[src/rtl/cmp_pkg.sv]
// Shared definitions for the comparator arbiter: FSM states and the fixed
// operand width of the shared magnitude comparator.
package cmp_pkg;

    localparam int CMP_WIDTH = 4;

    typedef enum logic [1:0] {
        ST_IDLE    = 2'd0,
        ST_COMPARE = 2'd1,
        ST_RESPOND = 2'd2
    } state_t;

endpackage

[src/rtl/cmp_arbiter_if.sv]
// Request/response bundle between the requesters, the arbiter and the
// response consumer. master = requester/consumer side, slave = arbiter side.
interface cmp_arbiter_if #(
    parameter int N_REQ = 4,
    parameter int ID_W  = 2,
    parameter int WIDTH = cmp_pkg::CMP_WIDTH
);
    logic [N_REQ-1:0]       req_valid;
    logic [N_REQ-1:0]       req_ready;
    logic [N_REQ*WIDTH-1:0] req_a;
    logic [N_REQ*WIDTH-1:0] req_b;
    logic                   rsp_valid;
    logic                   rsp_ready;
    logic [ID_W-1:0]        rsp_id;
    logic                   rsp_gt;
    logic                   rsp_eq;
    logic                   rsp_lt;

    modport master (
        output req_valid, req_a, req_b, rsp_ready,
        input  req_ready, rsp_valid, rsp_id, rsp_gt, rsp_eq, rsp_lt
    );

    modport slave (
        input  req_valid, req_a, req_b, rsp_ready,
        output req_ready, rsp_valid, rsp_id, rsp_gt, rsp_eq, rsp_lt
    );
endinterface

[src/rtl/cmp_arbiter_mag.sv]
// Unsigned magnitude comparator shared by all requesters.
module cmp_arbiter_mag #(
    parameter int WIDTH = cmp_pkg::CMP_WIDTH
) (
    input  logic [WIDTH-1:0] a,
    input  logic [WIDTH-1:0] b,
    output logic             a_gt_b,
    output logic             a_eq_b,
    output logic             a_ls_b
);
    assign a_gt_b = (a > b);
    assign a_eq_b = (a == b);
    assign a_ls_b = (a < b);
endmodule

[src/rtl/rr_pick.sv]
// Round-robin pick: first set bit of req searching ptr, ptr+1, ... mod N_REQ.
// Returns a one-hot grant, its index, and whether anything was found.
module rr_pick #(
    parameter int N_REQ = 4,
    parameter int ID_W  = 2
) (
    input  logic [N_REQ-1:0] req,
    input  logic [ID_W-1:0]  ptr,
    output logic [N_REQ-1:0] grant,
    output logic [ID_W-1:0]  idx,
    output logic             found
);
    logic [2*N_REQ-1:0]           req_dbl;
    logic [N_REQ-1:0]             rot;
    logic [N_REQ-1:0]             taken;
    logic [N_REQ-1:0]             first;
    logic [2*N_REQ-1:0]           grant_dbl;
    logic [N_REQ-1:0][ID_W-1:0]   idx_acc;

    // Rotate so that position 0 is the pointer, pick lowest set bit, rotate back.
    assign req_dbl = {req, req};
    assign rot     = req_dbl[ptr +: N_REQ];

    assign taken[0] = 1'b0;
    assign first[0] = rot[0];
    assign idx_acc[0] = '0;

    genvar gi;
    for (gi = 1; gi < N_REQ; gi++) begin : g_first
        assign taken[gi] = taken[gi-1] | rot[gi-1];
        assign first[gi] = rot[gi] & ~taken[gi];
    end

    assign grant_dbl = {{N_REQ{1'b0}}, first} << ptr;
    assign grant     = grant_dbl[N_REQ-1:0] | grant_dbl[2*N_REQ-1:N_REQ];

    for (gi = 1; gi < N_REQ; gi++) begin : g_idx
        assign idx_acc[gi] = idx_acc[gi-1] | (grant[gi] ? ID_W'(gi) : '0);
    end

    assign idx   = idx_acc[N_REQ-1];
    assign found = |req;
endmodule

[src/rtl/cmp_arbiter.sv]
// Round-robin arbiter sharing one magnitude comparator among N_REQ requesters;
// each accepted pair takes IDLE -> COMPARE -> RESPOND before the next grant.
module cmp_arbiter
    import cmp_pkg::*;
#(
    parameter int N_REQ = 4,
    parameter int ID_W  = 2,
    parameter int WIDTH = CMP_WIDTH
) (
    input logic          clk,
    input logic          rst,
    cmp_arbiter_if.slave bus
);
    state_t                       state_reg, state_next;
    logic [ID_W-1:0]              rr_ptr_reg, rr_ptr_next;
    logic [ID_W-1:0]              id_reg;
    logic [WIDTH-1:0]             op_a_reg, op_b_reg;
    logic                         rsp_valid_reg, rsp_gt_reg, rsp_eq_reg, rsp_lt_reg;
    logic [ID_W-1:0]              rsp_id_reg;
    logic [N_REQ-1:0]             req_ready_next;
    logic                         accept;

    logic [N_REQ-1:0]             pick_grant;
    logic [ID_W-1:0]              pick_idx;
    logic                         pick_found;
    logic                         cmp_gt, cmp_eq, cmp_lt;
    logic [N_REQ-1:0][WIDTH-1:0]  a_vec, b_vec;

    assign a_vec = bus.req_a;
    assign b_vec = bus.req_b;

    rr_pick #(.N_REQ(N_REQ), .ID_W(ID_W)) u_pick (
        .req   (bus.req_valid),
        .ptr   (rr_ptr_reg),
        .grant (pick_grant),
        .idx   (pick_idx),
        .found (pick_found)
    );

    // The comparator only ever sees the latched operands of the granted requester.
    cmp_arbiter_mag #(.WIDTH(WIDTH)) u_mag (
        .a      (op_a_reg),
        .b      (op_b_reg),
        .a_gt_b (cmp_gt),
        .a_eq_b (cmp_eq),
        .a_ls_b (cmp_lt)
    );

    assign rr_ptr_next = (pick_idx == ID_W'(N_REQ - 1)) ? '0 : pick_idx + ID_W'(1);

    always_comb begin
        state_next     = state_reg;
        req_ready_next = '0;
        accept         = 1'b0;
        case (state_reg)
            ST_IDLE: begin
                if (!rst) begin
                    req_ready_next = pick_grant;
                end
                if (pick_found) begin
                    accept     = 1'b1;
                    state_next = ST_COMPARE;
                end
            end
            ST_COMPARE: state_next = ST_RESPOND;
            ST_RESPOND: begin
                if (bus.rsp_ready) begin
                    state_next = ST_IDLE;
                end
            end
            default: state_next = ST_IDLE;
        endcase
    end

    always_ff @(posedge clk) begin
        if (rst) begin
            state_reg     <= ST_IDLE;
            rr_ptr_reg    <= '0;
            id_reg        <= '0;
            op_a_reg      <= '0;
            op_b_reg      <= '0;
            rsp_valid_reg <= 1'b0;
            rsp_id_reg    <= '0;
            rsp_gt_reg    <= 1'b0;
            rsp_eq_reg    <= 1'b0;
            rsp_lt_reg    <= 1'b0;
        end else begin
            state_reg <= state_next;
            if (accept) begin
                op_a_reg   <= a_vec[pick_idx];
                op_b_reg   <= b_vec[pick_idx];
                id_reg     <= pick_idx;
                rr_ptr_reg <= rr_ptr_next;
            end
            // Flags are only loaded here, so they keep their value after rsp_valid drops.
            if (state_reg == ST_COMPARE) begin
                rsp_valid_reg <= 1'b1;
                rsp_id_reg    <= id_reg;
                rsp_gt_reg    <= cmp_gt;
                rsp_eq_reg    <= cmp_eq;
                rsp_lt_reg    <= cmp_lt;
            end else if (state_reg == ST_RESPOND && bus.rsp_ready) begin
                rsp_valid_reg <= 1'b0;
            end
        end
    end

    assign bus.req_ready = req_ready_next;
    assign bus.rsp_valid = rsp_valid_reg;
    assign bus.rsp_id    = rsp_id_reg;
    assign bus.rsp_gt    = rsp_gt_reg;
    assign bus.rsp_eq    = rsp_eq_reg;
    assign bus.rsp_lt    = rsp_lt_reg;
endmodule

[src/flat_wrapper.sv]
// flat-port wrapper written by rule: the top's interface ports become plain ports
module cmp_arbiter_flat import cmp_pkg::*;
#(
    parameter int N_REQ = 4,
    parameter int ID_W  = 2,
    parameter int WIDTH = CMP_WIDTH
)
  (clk, rst, bus_req_valid, bus_req_a, bus_req_b, bus_rsp_ready, bus_req_ready, bus_rsp_valid, bus_rsp_id, bus_rsp_gt, bus_rsp_eq, bus_rsp_lt);
  cmp_arbiter_if #(.N_REQ(N_REQ), .ID_W(ID_W), .WIDTH(WIDTH)) bus_i ();
  input logic clk;
  input logic rst;
  input wire logic [$bits(bus_i.req_valid)-1:0] bus_req_valid;
  input wire logic [$bits(bus_i.req_a)-1:0] bus_req_a;
  input wire logic [$bits(bus_i.req_b)-1:0] bus_req_b;
  input wire logic [$bits(bus_i.rsp_ready)-1:0] bus_rsp_ready;
  output wire logic [$bits(bus_i.req_ready)-1:0] bus_req_ready;
  output wire logic [$bits(bus_i.rsp_valid)-1:0] bus_rsp_valid;
  output wire logic [$bits(bus_i.rsp_id)-1:0] bus_rsp_id;
  output wire logic [$bits(bus_i.rsp_gt)-1:0] bus_rsp_gt;
  output wire logic [$bits(bus_i.rsp_eq)-1:0] bus_rsp_eq;
  output wire logic [$bits(bus_i.rsp_lt)-1:0] bus_rsp_lt;
  assign bus_i.req_valid = bus_req_valid;
  assign bus_i.req_a = bus_req_a;
  assign bus_i.req_b = bus_req_b;
  assign bus_i.rsp_ready = bus_rsp_ready;
  assign bus_req_ready = bus_i.req_ready;
  assign bus_rsp_valid = bus_i.rsp_valid;
  assign bus_rsp_id = bus_i.rsp_id;
  assign bus_rsp_gt = bus_i.rsp_gt;
  assign bus_rsp_eq = bus_i.rsp_eq;
  assign bus_rsp_lt = bus_i.rsp_lt;
  cmp_arbiter #(.N_REQ(N_REQ), .ID_W(ID_W), .WIDTH(WIDTH)) u_core (.clk(clk), .rst(rst), .bus(bus_i));
endmodule
[config.mk]
export PLATFORM = sky130hd
export DESIGN_NAME = cmp_arbiter_flat
export DESIGN_NICKNAME = d
export VERILOG_FILES = /design/src/rtl/cmp_pkg.sv /design/src/rtl/cmp_arbiter_if.sv /design/src/rtl/cmp_arbiter_mag.sv /design/src/rtl/rr_pick.sv /design/src/rtl/cmp_arbiter.sv /design/src/flat_wrapper.sv
export SDC_FILE = /design/constraint.sdc
export NUM_CORES = 1
export LEC_CHECK = 0
export ABC_CLOCK_PERIOD_IN_PS = 1800
export CORE_ASPECT_RATIO = 1.25
export CORE_MARGIN = 5
export CORE_UTILIZATION = 40
export DETAILED_ROUTE_END_ITERATION = 10
export GPL_TIMING_DRIVEN = 0
export PLACE_DENSITY = 0.75
export SLEW_MARGIN = 20
export SYNTH_ARGS = -nofsm -noshare
export SYNTH_HDL_FRONTEND = slang
export SYNTH_SLANG_ARGS = --single-unit
[constraint.sdc]
create_clock -name clk -period 1.8 [get_ports clk]
set_clock_uncertainty 0.05 [all_clocks]
set_input_delay 0.36 -clock clk [delete_from_list [all_inputs] [get_ports clk]]
set_output_delay 0.36 -clock clk [all_outputs]
set_load 0.01 [all_outputs]
==> results of run 1 <==
[cells in the final DEF, fill, tap and decap left out, types with 3 or more instances in the layout]
master,count
clkdlybuf4s50_1,39
mux2i_1,20
dfxtp_1,16
nand2_1,12
buf_4,10
a21oi_1,9
nor2_1,9
o221ai_1,8
inv_1,5
ha_1,4
nand2b_4,3
nand2b_1,3
o21a_1,3
nor2b_1,3
clkbuf_4,3
dlygate4sd2_1,3
dfxtp_4,3
[cells by family after synthesis]
group,synth area share (%)
simple gates,18.6
compound gates,21.5
mux,16.6
flops,33.3
buf+inv,5.72
fa+ha+maj,4.16
[metal layers]
| metal | GRT usage, % | up-vias | share of wire, % |
|---|---|---|---|
| li1 | - | 605 | - |
| met1 | 16.8 | 553 | 40 |
| met2 | 30.0 | 55 | 51 |
| met3 | 3.78 | 5 | 7.7 |
| met4 | 5.54 | 0 | 1.5 |
| met5 | 0 | - | 0 |
[metrics by stage]
stage | TNS (ns) | area (sq um) | hold slack (ns) | cells | setup WS, ns
2_1_floorplan | 0 | 1200 | 0.382 | 133 | 0.260
3_3_place_gp | -7.06 | 1730 | 0.397 | 217 | -0.617
3_5_place_dp | -7.61 | 1730 | 0.406 | 217 | -0.643
4_1_cts | -0.00483 | 1870 | 0.412 | 228 | -0.00483
5_1_grt | -0.0479 | 1870 | 0.453 | 229 | -0.0252
6_report | 0 | 1870 | 0.421 | 229 | 0.0605
[power breakdown]
| group | leakage [nW] | internal (mW) | total, mW | switching, mW |
|---|---|---|---|---|
| sequential | 0.167 | 0.512 | 0.560 | 0.0478 |
| combinational | 0.567 | 0.338 | 0.600 | 0.261 |
| clock | 0.0210 | 0.124 | 0.268 | 0.144 |
| total | 0.755 | 0.974 | 1.43 | 0.453 |
[what timing repair did]
item / CTS / global route
endpoints found under the setup margin: 12 / 12
buffers inserted: 7 / 2
pin swaps: 4 / 4
resized for setup: 39 / 5
[cell type report]
class / instances / area [sq um]
Buffer: 5 / 41.3
Clock buffer: 4 / 36.3
Timing Repair Buffer: 57 / 532
Sequential cell: 20 / 413
Tap cell: 36 / 45.0
Fill cell: 279 / 1050
Inverter: 6 / 22.5
Multi-Input combinational cell: 101 / 776
[worst max-delay path, delay by kind of cell]
family | cells | cell delay [ns]
AOI/OAI and AO/OA | 2 | 0.19
and+or+nand+nor | 2 | 0.30
buffers and inverters | 2 | 0.48
[cells in the mapped netlist (all sizes together) (2+ instances only)]
cell	n
buf	4
inv	6
o21ai	4
nor2	11
nor2b	4
mux2i	20
clkbuf	2
a21oi	11
nand2b	6
ha	4
a211oi	3
and3	2
nor3	3
o21a	3
nand2	12
dfxtp	20
o22ai	2
o221ai	8
[worst max path at each step]
stage	start	end	slack (ns)	depth (start not counted)
finish	bus_req_valid[2]	bus_req_ready[0]	0.06	6
global route	u_core.rr_ptr_reg[0]	bus_req_ready[0]	-0.03	5
CTS	u_core.state_reg[1]	bus_req_ready[1]	-0.005	3
detailed placement	bus_req_valid[2]	bus_req_ready[0]	-0.64	6
global placement	bus_req_valid[2]	bus_req_ready[0]	-0.62	6
floorplan	u_core.rr_ptr_reg[0]	u_core.op_a_reg[0]	0.26	7
==> results.toml, run 1 <==
[min_path]
holdPathEnd = "u_core.bus.rsp_gt"
hp-class = "flop to flop"
min_from = "u_core.bus.rsp_gt"
hold_depth = 2

[grt]
grt_pass1_vias = 1240
grt_first_pass_wirelength_mm = 5.24
grt-ovfl-total = 0
antenna_found_initial = 0
track_usage_pct = 16.0
grt_max_degree = 12

[worst_setup_path]
critPathLaunchType = "input pin"
rrSetupSlack_ns = 0.15
critPathMaxFanout = 7
rr_worst_depth = 8
reg2reg_from = "u_core.rr_ptr_reg[0]"
worstSetupPathType = "input pin to output pin"
cpMaxStageDelayCell = "clkdlybuf4s15_1"
slowest_delay_ns = 0.37
worstPathRequired_ns = 1.39
critPathCaptureType = "output pin"
arrival_ns = 1.33
path_cells = "clkdlybuf4s15_1 > nand2b_4 > a21oi_2 > o22ai_1 > and3_4 > buf_6"
r2r_end = "u_core.op_b_reg[3]"

[floorplan]
io_pins = 49
die_h_um = 71.3
die-area_sq_mm = 0.00421
die_w_um = 59.0
rows = 22
start_util_pct = 41.2
core_sq_mm = 0.00292

[run]
max_cap_violations = 0

[power]
power_density_mw_per_mm2 = 765
p_total_mw = 1.43
power_leakage_nw = 0.755
ir_drop_mv = 0.449

[clocking]
root_buffer = "clkbuf_4"
htreeDepth = 1
cts_tree = "built"
clk_pin_slew_worst_paths_ns = 0.11
numCtsBuffers = 3
insertion_delay_ns = 0.31
cts_buffer_depth = 2
clkSinkCount = 20
hold_buffers = 0

[synthesis]
yosys.area.top_type = "dfxtp_1"
synth_top_cells_by_area = "dfxtp_1 33%, mux2i_1 17%, o221ai_1 5.8%"
syn_area_per_cell_sq_um = 9.04
ys_types = 35
synthArstFlopShare_pct = 0
ys_ff_latch = 20
synth_fp_nets = 176
yosysTopAreaCellShare_pct = 33.3
ys.flop_type = "dfxtp_1"
yosysSeqAreaShare_pct = 33.3
yosys_warnings = 0
synth_edf_count = 0
netlist_instances = 133
syn_area_sq_mm = 0.00120

[final_layout]
area_growth_pct = 55.2
fin_util_pct = 63.9
n_antenna_cell = 0
drive_gt1_share_pct = 20.7
fin_nets = 237

[timing]
max_freq_ghz = 0.575
rsz0062_at_grt = "true"
final_hold_viol_count = 0
timing.final.crit_share_pct = 96.6
setup_viol = 0
min_period_ns = 1.74
final_max_slew_viol_count = 0
max_slew_margin_pct = 66.0
tightest_slew_ns = 0.509

[status]
outcome = "complete, no violations"

[placement]
gp_congestion = 0.854
port_buffers = 48
dp_hpwl_mm = 2.41

[route]
routed_via_density = 5.32
first_pass_iters = 4
vias = 1218
routed_wl_mm = 3.16
drtIter0Drc = 35
antenna_left = 0
wire_per_inst_um = 13.8
drc = 0
(Power assumes the default switching activity.)
==> run 2: changes to the inputs <==
CORE_UTILIZATION = 35   (was 40)
PLACE_DENSITY = 0.67   (was 0.75)
==> results.toml, run 2 (synthesis gave the netlist of run 1 again) <==
[status]
outcome = "complete, no violations"

[grt]
grt_first_pass_wirelength_mm = 5.29
track_usage_pct = 13.6
grt_pass1_vias = 1239
antenna_found_initial = 0
grt-ovfl-total = 0
grt_max_degree = 13

[timing]
max_slew_margin_pct = 69.6
timing.hold.ws_ns = 0.302
tightest_slew_ns = 0.456
timing.final.crit_share_pct = 96.5
setup_viol = 0
tns_ns = 0
final_hold_viol_count = 0
max_freq_ghz = 0.576
final_max_slew_viol_count = 0
min_period_ns = 1.74
rsz0062_at_grt = "false"

[final_layout]
layout_commonest_cell = "clkdlybuf4s50_1"
n_antenna_cell = 0
final_cell_mix = "39 x clkdlybuf4s50_1, 20 x mux2i_1, 17 x dfxtp_1"
area_growth_pct = 56.3
fin_nets = 235
drive_gt1_share_pct = 20.9

[floorplan]
start_util_pct = 37.0
die_h_um = 75.5
die-area_sq_mm = 0.00471
die_w_um = 62.4
core_sq_mm = 0.00325
rows = 23
io_pins = 49

[power]
ir_drop_mv = 0.511
clockPowerShare_pct = 28.4
internal-power_mw = 1.14
swShare_pct = 28.7
seq_power_share_pct = 34.9
p_switching_uw = 460
comb_power_share_pct = 36.6
power_density_mw_per_mm2 = 852
power_leakage_nw = 0.758

[route]
antenna_left = 0
top_layer = "met4"
first_pass_iters = 4
routed_wl_mm = 3.18
drtIter0Drc = 56
met1_length_mm = 1.22
met2_length_mm = 1.67
vias = 1193
routed_via_density = 5.23
wire_per_inst_um = 14.0
drc = 0
wl_met3_um = 242

[worst_setup_path]
reg2reg_from = "u_core.rr_ptr_reg[0]"
crit_cells = 5
path_cells = "nand2b_4 > a21oi_2 > o22ai_1 > and3_2 > buf_2"
critPathLaunchType = "flop"
cpMaxStageDelayCell = "dfxtp_4"
critPathCapture = "bus_req_ready[0]"
crit_family = "flip-flops"
worstSetupPathType = "flop to output pin"
worstPathRequired_ns = 1.39
r2r_end = "u_core.op_b_reg[3]"
rrSetupSlack_ns = 0.14
critical_path_buf_inv_count = 1
rr_worst_depth = 8
critPathCaptureType = "output pin"
arrival_ns = 1.33
slowest_delay_ns = 0.37
crit_path_start = "u_core.rr_ptr_reg[0]"
critPathMaxFanout = 6

[clocking]
clk_pin_slew_worst_paths_ns = 0.08
cts_buffer_depth = 2
cts_tree = "built"
numCtsBuffers = 3
htreeDepth = 1
root_buffer = "clkbuf_8"
insertion_delay_ns = 0.26
clkSinkCount = 20

[placement]
dp_hpwl_mm = 2.50
gp_congestion = 0.833
port_buffers = 48

[run]
max_cap_violations = 0

[min_path]
hp-class = "input pin to flop"
==> run 2: worst min path at each step <==
stage | start | endpoint | slack, ns | depth (start not counted)
after floorplan | rst | u_core.bus.rsp_lt | 0.38 | 1
after global placement | u_core.bus.rsp_gt | u_core.bus.rsp_gt | 0.40 | 2
after detailed placement | u_core.op_a_reg[0] | u_core.op_a_reg[0] | 0.40 | 2
after CTS | u_core.op_a_reg[0] | u_core.op_a_reg[0] | 0.42 | 2
after global routing | rst | u_core.bus.rsp_lt | 0.31 | 2
final | rst | u_core.bus.rsp_lt | 0.30 | 2
==> run 2: area by class of cell <==
class                           count  area (sq um)
Buffer                              6          56.3
Inverter                            6          22.5
Tap cell                           37          46.3
Timing Repair Buffer               54           502
Clock inverter                      1          30.0
Multi-Input combinational cell    101           774
Clock buffer                        3          41.3
Fill cell                         332          1370
Sequential cell                    20           407
==> run 2: per-layer routing <==
metal / global-route usage [%] / vias to the layer above
met5: 0 / -
li1: - / 600
met2: 25.9 / 43
met4: 4.72 / 0
met1: 13.6 / 545
met3: 5.31 / 5
==> run 2: stage by stage <==
stage | area [sq um] | setup WS (ns) | instances | utilization (%) | power (mW)
floorplan | 1200 | 0.260 | 133 | - | 0.902
finish | 1880 | 0.0630 | 228 | 57.8 | 1.60
detailed placement | 1730 | -0.644 | 218 | 53.2 | 1.11
CTS | 1880 | -0.0391 | 226 | 57.8 | 1.60
global route | 1880 | 0.00756 | 228 | 57.8 | 1.69
global placement | 1730 | -0.625 | 218 | 53.2 | 1.10
==> run 2: repair_timing <==
action / CTS / global route
pin swaps: 5 / 2
gates resized for setup: 32 / 10
setup buffers: 4 / 2
hold buffers: 0 / 0
cloned: 0 / 0
setup endpoints to repair: 13 / 11
==> run 2: power by group through the flow <==
stage | combinational, mW | clock [mW] | sequential [mW]
finish | 0.586 | 0.455 | 0.559
global route | 0.638 | 0.483 | 0.569
global placement | 0.534 | 0 | 0.562
CTS | 0.577 | 0.462 | 0.562
detailed placement | 0.544 | 0 | 0.565
floorplan | 0.340 | 0 | 0.562
